### src/rtl/id_ex_ctrl_reg.sv
// ----------------------------------------------------------------------------
// id_ex_ctrl_reg
//
// ID/EX pipeline register for the control-unit fields, with load-use hazard
// detection. A load in EX whose destination is read by the instruction in ID
// causes exactly one bubble: stall_o freezes PC and IF/ID while a bubble is
// loaded into EX. flush_i annuls the ID instruction (taken branch/CALL/JMPL).
// hold_i freezes the whole register.
//
// Bubble encoding: every field zero except size_o = 2'b10.
//
// Ports:
//   clk, rst_n            clock, asynchronous active-low reset
//   soh_op_i, alu_op_i    4-bit operand-handler / ALU codes
//   rw_i .. se_i          1-bit control strobes
//   size_i, id_sr_i       2-bit size, 3-bit id_sr field
//   rs1_i, rs2_i, rd_i    5-bit register fields, i_bit_i immediate flag
//   flush_i, hold_i       annul / global freeze
//   *_o                   registered copies of every field above
//   stall_o               combinational PC / IF-ID freeze request
//   bubble_cnt_o,
//   flush_cnt_o           16-bit saturating event counters, present only when
//                         the ID_EX_STATS_EN macro is defined
// ----------------------------------------------------------------------------
module id_ex_ctrl_reg (
    input  logic        clk,
    input  logic        rst_n,
    input  logic [3:0]  soh_op_i,
    input  logic [3:0]  alu_op_i,
    input  logic        rw_i,
    input  logic        e_i,
    input  logic        cc_we_i,
    input  logic        use_cc_i,
    input  logic        j_l_i,
    input  logic        call_i,
    input  logic        rf_le_i,
    input  logic        b_i,
    input  logic        l_i,
    input  logic        se_i,
    input  logic [1:0]  size_i,
    input  logic [2:0]  id_sr_i,
    input  logic [4:0]  rs1_i,
    input  logic [4:0]  rs2_i,
    input  logic [4:0]  rd_i,
    input  logic        i_bit_i,
    input  logic        flush_i,
    input  logic        hold_i,
    output logic [3:0]  soh_op_o,
    output logic [3:0]  alu_op_o,
    output logic        rw_o,
    output logic        e_o,
    output logic        cc_we_o,
    output logic        use_cc_o,
    output logic        j_l_o,
    output logic        call_o,
    output logic        rf_le_o,
    output logic        b_o,
    output logic        l_o,
    output logic        se_o,
    output logic [1:0]  size_o,
    output logic [2:0]  id_sr_o,
    output logic [4:0]  rs1_o,
    output logic [4:0]  rs2_o,
    output logic [4:0]  rd_o,
    output logic        i_bit_o,
`ifdef ID_EX_STATS_EN
    output logic [15:0] bubble_cnt_o,
    output logic [15:0] flush_cnt_o,
`endif
    output logic        stall_o
);

    typedef enum logic {
        ST_RUN    = 1'b0,
        ST_BUBBLE = 1'b1
    } state_e;

    typedef struct packed {
        logic [3:0] soh_op;
        logic [3:0] alu_op;
        logic       rw;
        logic       e;
        logic       cc_we;
        logic       use_cc;
        logic       j_l;
        logic       call;
        logic       rf_le;
        logic       b;
        logic       l;
        logic       se;
        logic [1:0] size;
        logic [2:0] id_sr;
        logic [4:0] rs1;
        logic [4:0] rs2;
        logic [4:0] rd;
        logic       i_bit;
    } ctrl_t;

    localparam ctrl_t CTRL_BUBBLE = '{size: 2'b10, default: '0};

    state_e state_q, state_d;
    ctrl_t  ctrl_q, ctrl_d, ctrl_in;
    logic   load_use;

    assign ctrl_in = '{
        soh_op: soh_op_i, alu_op: alu_op_i,
        rw: rw_i, e: e_i, cc_we: cc_we_i, use_cc: use_cc_i, j_l: j_l_i,
        call: call_i, rf_le: rf_le_i, b: b_i, l: l_i, se: se_i,
        size: size_i, id_sr: id_sr_i,
        rs1: rs1_i, rs2: rs2_i, rd: rd_i, i_bit: i_bit_i
    };

    // rs2 is only a source when the instruction is not immediate; rd is a
    // source only for stores (rw_i=1 carries the store data register).
    // Register 0 is hardwired, so a load into it never creates a hazard.
    assign load_use = ctrl_q.l && (ctrl_q.rd != 5'd0) &&
                      ((ctrl_q.rd == rs1_i) ||
                       (!i_bit_i && (ctrl_q.rd == rs2_i)) ||
                       (rw_i && (ctrl_q.rd == rd_i)));

`ifdef ID_EX_STATS_EN
    logic [15:0] bubble_cnt_q, bubble_cnt_d;
    logic [15:0] flush_cnt_q, flush_cnt_d;
    logic        bubble_inc, flush_inc;

    assign bubble_cnt_o = bubble_cnt_q;
    assign flush_cnt_o  = flush_cnt_q;
`endif

    always_comb begin
        state_d = state_q;
        ctrl_d  = ctrl_q;
        stall_o = 1'b0;
`ifdef ID_EX_STATS_EN
        bubble_inc = 1'b0;
        flush_inc  = 1'b0;
`endif
        if (flush_i) begin
            ctrl_d  = CTRL_BUBBLE;
            state_d = ST_RUN;
`ifdef ID_EX_STATS_EN
            flush_inc = 1'b1;
`endif
        end else if (hold_i) begin
            // everything keeps its value; stall_o stays low
        end else begin
            unique case (state_q)
                ST_RUN: begin
                    if (load_use) begin
                        stall_o = 1'b1;
                        ctrl_d  = CTRL_BUBBLE;
                        state_d = ST_BUBBLE;
`ifdef ID_EX_STATS_EN
                        bubble_inc = 1'b1;
`endif
                    end else begin
                        ctrl_d = ctrl_in;
                    end
                end
                ST_BUBBLE: begin
                    ctrl_d  = ctrl_in;
                    state_d = ST_RUN;
                end
                default: begin
                    ctrl_d  = CTRL_BUBBLE;
                    state_d = ST_RUN;
                end
            endcase
        end
    end

`ifdef ID_EX_STATS_EN
    always_comb begin
        bubble_cnt_d = bubble_cnt_q;
        flush_cnt_d  = flush_cnt_q;
        if (bubble_inc && (bubble_cnt_q != '1)) begin
            bubble_cnt_d = bubble_cnt_q + 16'd1;
        end
        if (flush_inc && (flush_cnt_q != '1)) begin
            flush_cnt_d = flush_cnt_q + 16'd1;
        end
    end

    always_ff @(posedge clk or negedge rst_n) begin
        if (!rst_n) begin
            bubble_cnt_q <= '0;
            flush_cnt_q  <= '0;
        end else begin
            bubble_cnt_q <= bubble_cnt_d;
            flush_cnt_q  <= flush_cnt_d;
        end
    end
`endif

    always_ff @(posedge clk or negedge rst_n) begin
        if (!rst_n) begin
            state_q <= ST_RUN;
            ctrl_q  <= CTRL_BUBBLE;
        end else begin
            state_q <= state_d;
            ctrl_q  <= ctrl_d;
        end
    end

    assign soh_op_o = ctrl_q.soh_op;
    assign alu_op_o = ctrl_q.alu_op;
    assign rw_o     = ctrl_q.rw;
    assign e_o      = ctrl_q.e;
    assign cc_we_o  = ctrl_q.cc_we;
    assign use_cc_o = ctrl_q.use_cc;
    assign j_l_o    = ctrl_q.j_l;
    assign call_o   = ctrl_q.call;
    assign rf_le_o  = ctrl_q.rf_le;
    assign b_o      = ctrl_q.b;
    assign l_o      = ctrl_q.l;
    assign se_o     = ctrl_q.se;
    assign size_o   = ctrl_q.size;
    assign id_sr_o  = ctrl_q.id_sr;
    assign rs1_o    = ctrl_q.rs1;
    assign rs2_o    = ctrl_q.rs2;
    assign rd_o     = ctrl_q.rd;
    assign i_bit_o  = ctrl_q.i_bit;

endmodule

### config.mk
export PLATFORM = sky130hd
export DESIGN_NAME = id_ex_ctrl_reg
export DESIGN_NICKNAME = d
export VERILOG_FILES = /design/src/rtl/id_ex_ctrl_reg.sv
export SDC_FILE = /design/constraint.sdc
export NUM_CORES = 1
export LEC_CHECK = 0
export ABC_AREA = 1
export CORE_UTILIZATION = 45
export CTS_BUF_LIST = sky130_fd_sc_hd__clkbuf_4 sky130_fd_sc_hd__clkbuf_8 sky130_fd_sc_hd__clkbuf_16
export DETAILED_ROUTE_END_ITERATION = 10
export PLACE_DENSITY = 0.91
export SYNTH_ARGS = -nofsm -noshare
export SYNTH_HDL_FRONTEND = slang
export SYNTH_SLANG_ARGS = --single-unit
### constraint.sdc
create_clock -name clk -period 2.3 [get_ports clk]
set_clock_uncertainty 0.05 [all_clocks]
set_input_delay 0.575 -clock clk [delete_from_list [all_inputs] [get_ports clk]]
set_output_delay 0.575 -clock clk [all_outputs]
set_load 0.005 [all_outputs]
======== After elaboration in Yosys (flattened, before gate mapping) ========
Cells that the tools add are included.
W data, S select, Z words.
storage, ports and cells
  output and inout port bits .............. 40
  register bits ........................... 40
  input bits .............................. 43
  word-level logic and storage cells ...... 43
cells by class
  muxes and demuxes ....................... 11
  reductions and logical operators ........ 8
  equal/unequal tests ..................... 4
  bitwise operators ....................... 1
operators by type and width
  operator              number
  $mux W39              3
  $pmux W39 S2          1
  $eq A5 B5 Y1          3
  $mux W1               6
  $reduce_bool A5 Y1    1
  $logic_and A1 B1 Y1   4
  $logic_or A1 B1 Y1    2
  $ne A2 B2 Y1 const B  1
  $pmux W1 S2           1
  $logic_not A1 Y1      1
  $not A1 Y1            1

======== Longest topological paths before layout ========
Gate-level depths: netlist of the first run.
  word-level depth ........................ 9
  mapped depth ............................ 10
  gate-level depth less buffers ........... 9

======== Least setup slack after synthesis of the first run ========
Ideal clock, no wire load.
  path kind ............................... in2out
  start point ............................. input port rd_i[4]
  end point ............................... output port stall_o
  data arrival time ....................... 1,246 ps
  data required time ...................... 1,675 ps
  buffers on the path ..................... 1
  cell stages on the path ................. 9
  setup slack ............................. 429 ps
  cells stage by stage .................... inv_1 -> nand2_1 -> nand2_1 -> nor2_1 -> nand3_1 -> nand3_2 -> nand2_4 -> buf_6 -> nor2_2
on the way
  word-level cells in the longest chain between the ends .. 8
ends and longest elaborated chain
  element              RTL line  text
  start, declared      44        input logic [4:0] rd_i,
  $eq A5 B5 Y1         119       (rw_i && (ctrl_q.rd == rd_i)));
  $logic_and A1 B1 Y1  119
  $logic_or A1 B1 Y1   118       (!i_bit_i && (ctrl_q.rd == rs2_i)) ||
  $logic_and A1 B1 Y1  116       assign load_use = ctrl_q.l && (ctrl_q.rd != 5'd0) &&
  $mux W1              149       if (load_use) begin
  $mux W1              147       unique case (state_q)
  $mux W1              144       end else if (hold_i) begin
  $mux W1              138       if (flush_i) begin
  end, declared        70        output logic stall_o
No other way between the ends.

======== Final worst setup path of the first run ========
  start point ............................. input port rs1_i[0]
  end point ............................... output port stall_o
on the way
  word-level cells in the longest chain between the ends .. 8
ends and longest elaborated chain
  element              RTL line  text
  start, declared      42        input logic [4:0] rs1_i,
  $eq A5 B5 Y1         117       ((ctrl_q.rd == rs1_i) ||
  $logic_or A1 B1 Y1   117
  $logic_or A1 B1 Y1   118
  $logic_and A1 B1 Y1  116
  $mux W1              149
  $mux W1              147
  $mux W1              144
  $mux W1              138
No other way between the ends.

==> metrics, run 1 <==
outcome completed; Worst-Skew Late Latency 0.29 ns; # DRC 0; RSZ-0062 raised after global routing false; core area 4115 µm²; layout cells sized above 1 12.87%; CP startpoint kind input pin; fmax 467.1 MHz; dpl hpwl 3482 µm; Synth Register Bits 40; Worst slew margin 67.60%; Avg Cell Area, Syn 7.777 µm²; Data arrival, critical path 1.52 ns; Max rail drop VDD 0.3413 mV; period utilisation layout 93.09%; nets 384; placed inst area 2868 µm²; Worst Setup Slack, final 0.1590 ns; CTS buffer count 5; worst path required time 1.67 ns; Die W 68.39 µm; die footprint 4677 µm²; clk sinks 40; number of routed nets with antenna violations 0; CTS Hold Bufs 0; Die Ht 68.39 µm; reg2reg path depth 10; Yosys warnings 0; Reg2Reg Capture Point rd_o[1]; vias in the first global route 1827; r2r setup slk 0.53 ns; CP Capture Point stall_o; worst r2r src rd_o[0]; Final Setup Violations 0; max cap viols 0; dpl ws -0.4967 ns; root buffer cell clkbuf_8; Initial DRC Count 101; clock transition at the registers of the reported paths 0.07 ns; worst slew pin tran 0.4860 ns; max-slew violations 0; Setup CP Type in2out; clock buffer depth 2; effective utilization at floorplan 48.19%; initial antenna violation count 0; H-tree lvl count 2; Rows 23; Pre-antenna DRT Iters 4; Wirelength per Cell 12.71 µm; Yosys cell types 20; Cells after Synth 255; Hold Crit Class in2async; gp weighted congestion 0.8547; I/O pins 83; antenna cells 0; final instance area 2940 µm²; min cycle time layout 2.141 ns; P&R area growth vs syn 48.26%; Final Hold Fails 0; post-synthesis sequential area ratio 50.54%; Critical path origin rs1_i[0]; Leak 0.001554 µW; drt total wl 4983 µm; Layout Cells excl Fill 392; Vias/cell 4.980; critical path peak fanout 3; total global-route track usage 23.64%; power per cell area 531.9 nW/µm²; placed cell count 384; syn_nets 298; global-route wire length before repair 8107 µm; port bufs 82; Post-Syn Area 1983 µm²; Vias 1952; global route overflow 0; CTS tree built; Fill cells 330; largest net degree at the start of global routing 41; crit end category primary output
## through the flow
stage          TNS (ns)  util, %  power (µW)  hold WS, ns
2_1_floorplan         0        -       886.9       0.2294
3_3_place_gp    -0.5152    69.69        1088       0.4110
3_5_place_dp    -0.4967    69.69        1094       0.4181
4_1_cts               0    71.57        1582       0.1561
5_1_grt               0    71.45        1649       0.1630
6_report              0    71.45        1564       0.1510
## what timing repair did
item                                   4_1_cts  5_1_grt
gates resized for setup                     20       12
endpoints found under the hold margin        0        0
setup endpoints to repair                    1        1
buffers inserted                             0        0
pin swaps                                    2        5
## per-layer routing
layer	wire length [µm]	vias up	track usage, %
met5	0	-	0
met4	45	0	8.854
met3	378	6	5.333
met2	2266	75	37.38
met1	2293	914	31.37
li1	-	957	-
## critical path, cell delays in order
cell	delay, ns
dlygate4sd2_1	0.26
inv_1	0.05
nand2_1	0.05
nand2_1	0.04
nor2_1	0.09
nand3_1	0.10
nand3_2	0.11
nand2_4	0.05
nor2_2	0.06
buf_2	0.12
## cell type report
type                            instances  area [µm²]  area share, %
Inverter                               22       82.58          2.809
Clock buffer                            8       97.59          3.319
Tap cell                               50       62.56          2.128
Timing Repair Buffer                   91       865.8          29.45
Multi-Input combinational cell        181       824.5          28.04
Sequential cell                        40        1007          34.26
## sequential cells by signal, summed over array words and instances, names as in the netlist
| signal | cells |
|---|---|
| id_sr_o | 3 |
| soh_op_o | 4 |
| size_o | 2 |
| rf_le_o | 1 |
| i_bit_o | 1 |
| j_l_o | 1 |
| call_o | 1 |
| e_o | 1 |
| rw_o | 1 |
| cc_we_o | 1 |
| se_o | 1 |
| b_o | 1 |
| use_cc_o | 1 |
| rs2_o | 5 |
| rd_o | 5 |
| state_q | 1 |
| l_o | 1 |
| alu_op_o | 4 |
| rs1_o | 5 |
## synthesized netlist by cell type, drive strengths merged
| master | number | area, µm² |
|---|---|---|
| inv | 22 | 82.57 |
| clkbuf | 3 | 11.26 |
| nand3b | 1 | 7.510 |
| buf | 9 | 72.56 |
| nand3 | 43 | 260.3 |
| nand2 | 118 | 450.4 |
| nor3 | 3 | 15.01 |
| dfstp | 1 | 26.28 |
| o21ai | 1 | 5.000 |
| xnor2 | 1 | 8.760 |
| a21oi | 1 | 16.27 |
| dfrtp | 39 | 975.9 |
| nor2 | 13 | 51.30 |
## cells in the final DEF (no fill, tap or decap), drive strengths merged
cell type / synthesis / routed
a21oi: 1 / 1
nor2: 13 / 13
clkdlybuf4s15: 0 / 3
inv: 22 / 22
clkdlybuf4s50: 0 / 63
nand3b: 1 / 1
o21ai: 1 / 1
buf: 9 / 11
nor3: 3 / 3
dfstp: 1 / 1
nand3: 43 / 43
clkbuf: 3 / 10
dfrtp: 39 / 39
xnor2: 1 / 1
dlygate4sd2: 0 / 12
nand2: 118 / 118
## how the worst min path moves through the flow
| stage | start | endpoint | slack [ns] | depth (start not counted) |
|---|---|---|---|---|
| after floorplan | rst_n | alu_op_o[0] | 0.23 | 0 |
| after global placement | state_q | state_q | 0.41 | 2 |
| final | rst_n | rd_o[4] | 0.15 | 1 |
| after global routing | rst_n | rd_o[4] | 0.16 | 1 |
| after CTS | rst_n | rd_o[4] | 0.16 | 1 |
| after detailed placement | alu_op_o[1] | alu_op_o[1] | 0.42 | 2 |
## where the power goes
part / switching (µW) / total (µW) / internal (µW)
Sequential: 29.6 / 773 / 743
Clock: 226 / 494 / 268
Combinational: 130 / 297 / 167
## logic make-up after synthesis
family	count (synthesis)	share of synthesized area (%)
XOR/XNOR	1	0.4417
AND/OR/NAND/NOR	178	39.56
buffers and inverters	34	8.390
flip-flops	40	50.54
AO/OA/AOI/OAI	2	1.073
(Power assumes the default switching activity.)
==> run 2: changes to the inputs <==
--- a/config.mk
+++ b/config.mk
@@ -9,7 +9,7 @@
 export CORE_UTILIZATION = 45
 export CTS_BUF_LIST = sky130_fd_sc_hd__clkbuf_4 sky130_fd_sc_hd__clkbuf_8 sky130_fd_sc_hd__clkbuf_16
 export DETAILED_ROUTE_END_ITERATION = 10
-export PLACE_DENSITY = 0.91
+export PLACE_DENSITY = 0.93
 export SYNTH_ARGS = -nofsm -noshare
 export SYNTH_HDL_FRONTEND = slang
 export SYNTH_SLANG_ARGS = --single-unit
==> run 2 against run 1 <==
Non-clock buffer count fell by 1. Combinational power about the same. Core utilization down 0.55 points. Final cell count fell by 0.26%. First-iteration DRC count grew 26%. Clock power down 4.3%. Setup slack got worse by 0.0040 ns. Via count is 0.97% higher. Critical endpoint unchanged. Largest cell class unchanged.
==> metrics, run 2 (synthesis gave the netlist of run 1 again) <==
Storage cell area 1003 µm² (was 1007 µm²); worst path required time 1.67 ns (about the same); core area 4115 µm² (unchanged); nets 383 (was 384); number of routed nets with antenna violations 0 (unchanged); total power draw 1538 µW (was 1564 µW); multi-input logic area 824.5 µm² (unchanged); vias in the first global route 1852 (was 1827); Initial DRC Count 127 (was 101); H-tree lvl count 2 (unchanged); critical path peak fanout 3 (unchanged); Wirelength per Cell 12.68 µm (was 12.71 µm); placed inst area 2848 µm² (was 2868 µm²); drt total wl 4958 µm (was 4983 µm); Final Hold Fails 0 (unchanged); layout cells sized above 1 11.44% (was 12.87%); gp weighted congestion 0.8675 (was 0.8547); Setup CP Type in2out (unchanged); Rows 23 (unchanged); Die Ht 68.39 µm (unchanged); final instance area 2918 µm² (was 2940 µm²); Leak 0.001558 µW (was 0.001554 µW); CP startpoint kind input pin (unchanged); largest net degree at the start of global routing 41 (unchanged); most common cell after layout, fill and taps aside nand2_1 (unchanged); Vias 1971 (was 1952); CTS Hold Bufs 0 (unchanged); Max rail drop VDD 0.3808 mV (was 0.3413 mV); port bufs 82 (unchanged); die footprint 4677 µm² (unchanged); effective utilization at floorplan 48.19% (unchanged); CTS buffer count 5 (unchanged); max cap viols 0 (unchanged); # DRC 0 (unchanged); Final Setup Violations 0 (unchanged); clk sinks 40 (unchanged); power per cell area 527.2 nW/µm² (was 531.9 nW/µm²); min cycle time layout 2.145 ns (was 2.141 ns); Worst-Skew Late Latency 0.28 ns (was 0.29 ns); P&R area growth vs syn 47.13% (was 48.26%); global route overflow 0 (unchanged); outcome completed (unchanged); root buffer cell clkbuf_8 (unchanged); crit end category primary output (unchanged); max-slew violations 0 (unchanged); initial antenna violation count 0 (unchanged); worst slew pin tran 0.4667 ns (was 0.4860 ns); fmax 466.2 MHz (was 467.1 MHz); Data arrival, critical path 1.52 ns (about the same); RSZ-0062 raised after global routing false (unchanged); Hold Crit Class in2async (unchanged); clock buffer depth 2 (unchanged); clock transition at the registers of the reported paths 0.08 ns (was 0.07 ns); worst r2r src rd_o[0] (unchanged); Worst slew margin 68.88% (was 67.60%); Die W 68.39 µm (unchanged); total global-route track usage 23.09% (was 23.64%); antenna cells 0 (unchanged); Fill cells 337 (was 330); reg2reg path depth 10 (unchanged); global-route wire length before repair 7866 µm (was 8107 µm); most frequent cells in the layout nand2_1, clkdlybuf4s50_1, dfrtp_1, nand3_1, inv_1 (unchanged); Pre-antenna DRT Iters 4 (unchanged); I/O pins 83 (unchanged); CTS tree built (unchanged); setup_tns 0 ns (unchanged); r2r setup slk 0.51 ns (was 0.53 ns); Reg2Reg Capture Point rd_o[2] (was rd_o[1]); dpl hpwl 3504 µm (was 3482 µm); period utilisation layout 93.26% (was 93.09%); Vias/cell 5.041 (was 4.980)
[run 2: cell types whose count changed in the layout (fill, tap and decap cells not counted), moves of 2 or more]
| cell | previous run | this run |
|---|---|---|
| dlygate4sd2_1 | 12 | 16 |
| clkdlybuf4s15_1 | 3 | 0 |
| dfrtp_1 | 35 | 38 |
| dfrtp_2 | 4 | 1 |
| clkbuf_2 | 2 | 0 |
[run 2: critical path, stage by stage]
cell and delay [ns]:
dlygate4sd2_1 0.24, inv_1 0.05, nand2_1 0.05, nand2_1 0.05
nor2_1 0.11, nand3_1 0.10, nand3_2 0.11, nand2_4 0.05
nor2_2 0.06, buf_2 0.12
[run 2: per-layer routing]
layer  global-route usage (%)  share of wire (%)
met1                    27.75                 44
met3                    8.000                8.1
met5                        0                  0
met2                    37.99                 47
met4                    8.333               0.85
[run 2: report_power, final]
group	internal [µW]	switching (µW)	total, µW	leakage (µW)
sequential	743	29.1	772	0.000529
clock	251	222	473	0.0000498
combinational	164	130	294	0.000980
total	1160	380	1540	0.00156
[run 2: repair_timing]
| item | CTS | global route |
|---|---|---|
| pin swaps | 3 | 2 |
| endpoints found under the hold margin | 0 | 0 |
| endpoints found under the setup margin | 1 | 1 |
| setup buffers | 0 | 0 |
| gates resized for setup | 21 | 2 |
[run 2: cell type report]
cell class / count / area share, %
clock buffer: 8 / 3.130
inverter: 22 / 2.830
multi-input combinational: 181 / 28.26
sequential: 40 / 34.39
tap: 50 / 2.144
timing repair buffer: 90 / 29.25
[run 2: worst max path at each step]
stage,startpoint,slack [ns],end,depth (start not counted)
6_report,rd_i[0],0.15,stall_o,10
5_1_grt,rs1_i[3],0.001,stall_o,10
4_1_cts,rs1_i[2],0.04,stall_o,7
3_5_place_dp,rs2_i[0],-0.53,stall_o,10
3_3_place_gp,rd_i[0],-0.51,stall_o,10
2_1_floorplan,rd_i[4],0.43,stall_o,9
[run 2: stage by stage]
step	utilization (%)	hold WS (ns)	worst slack (ns)	std cells
2_1_floorplan	-	0.2294	0.4286	255
3_3_place_gp	69.20	0.4095	-0.5124	383
3_5_place_dp	69.20	0.4143	-0.5333	383
4_1_cts	70.81	0.1854	0.03675	391
5_1_grt	70.90	0.1990	0.001126	391
6_report	70.90	0.1854	0.1550	391
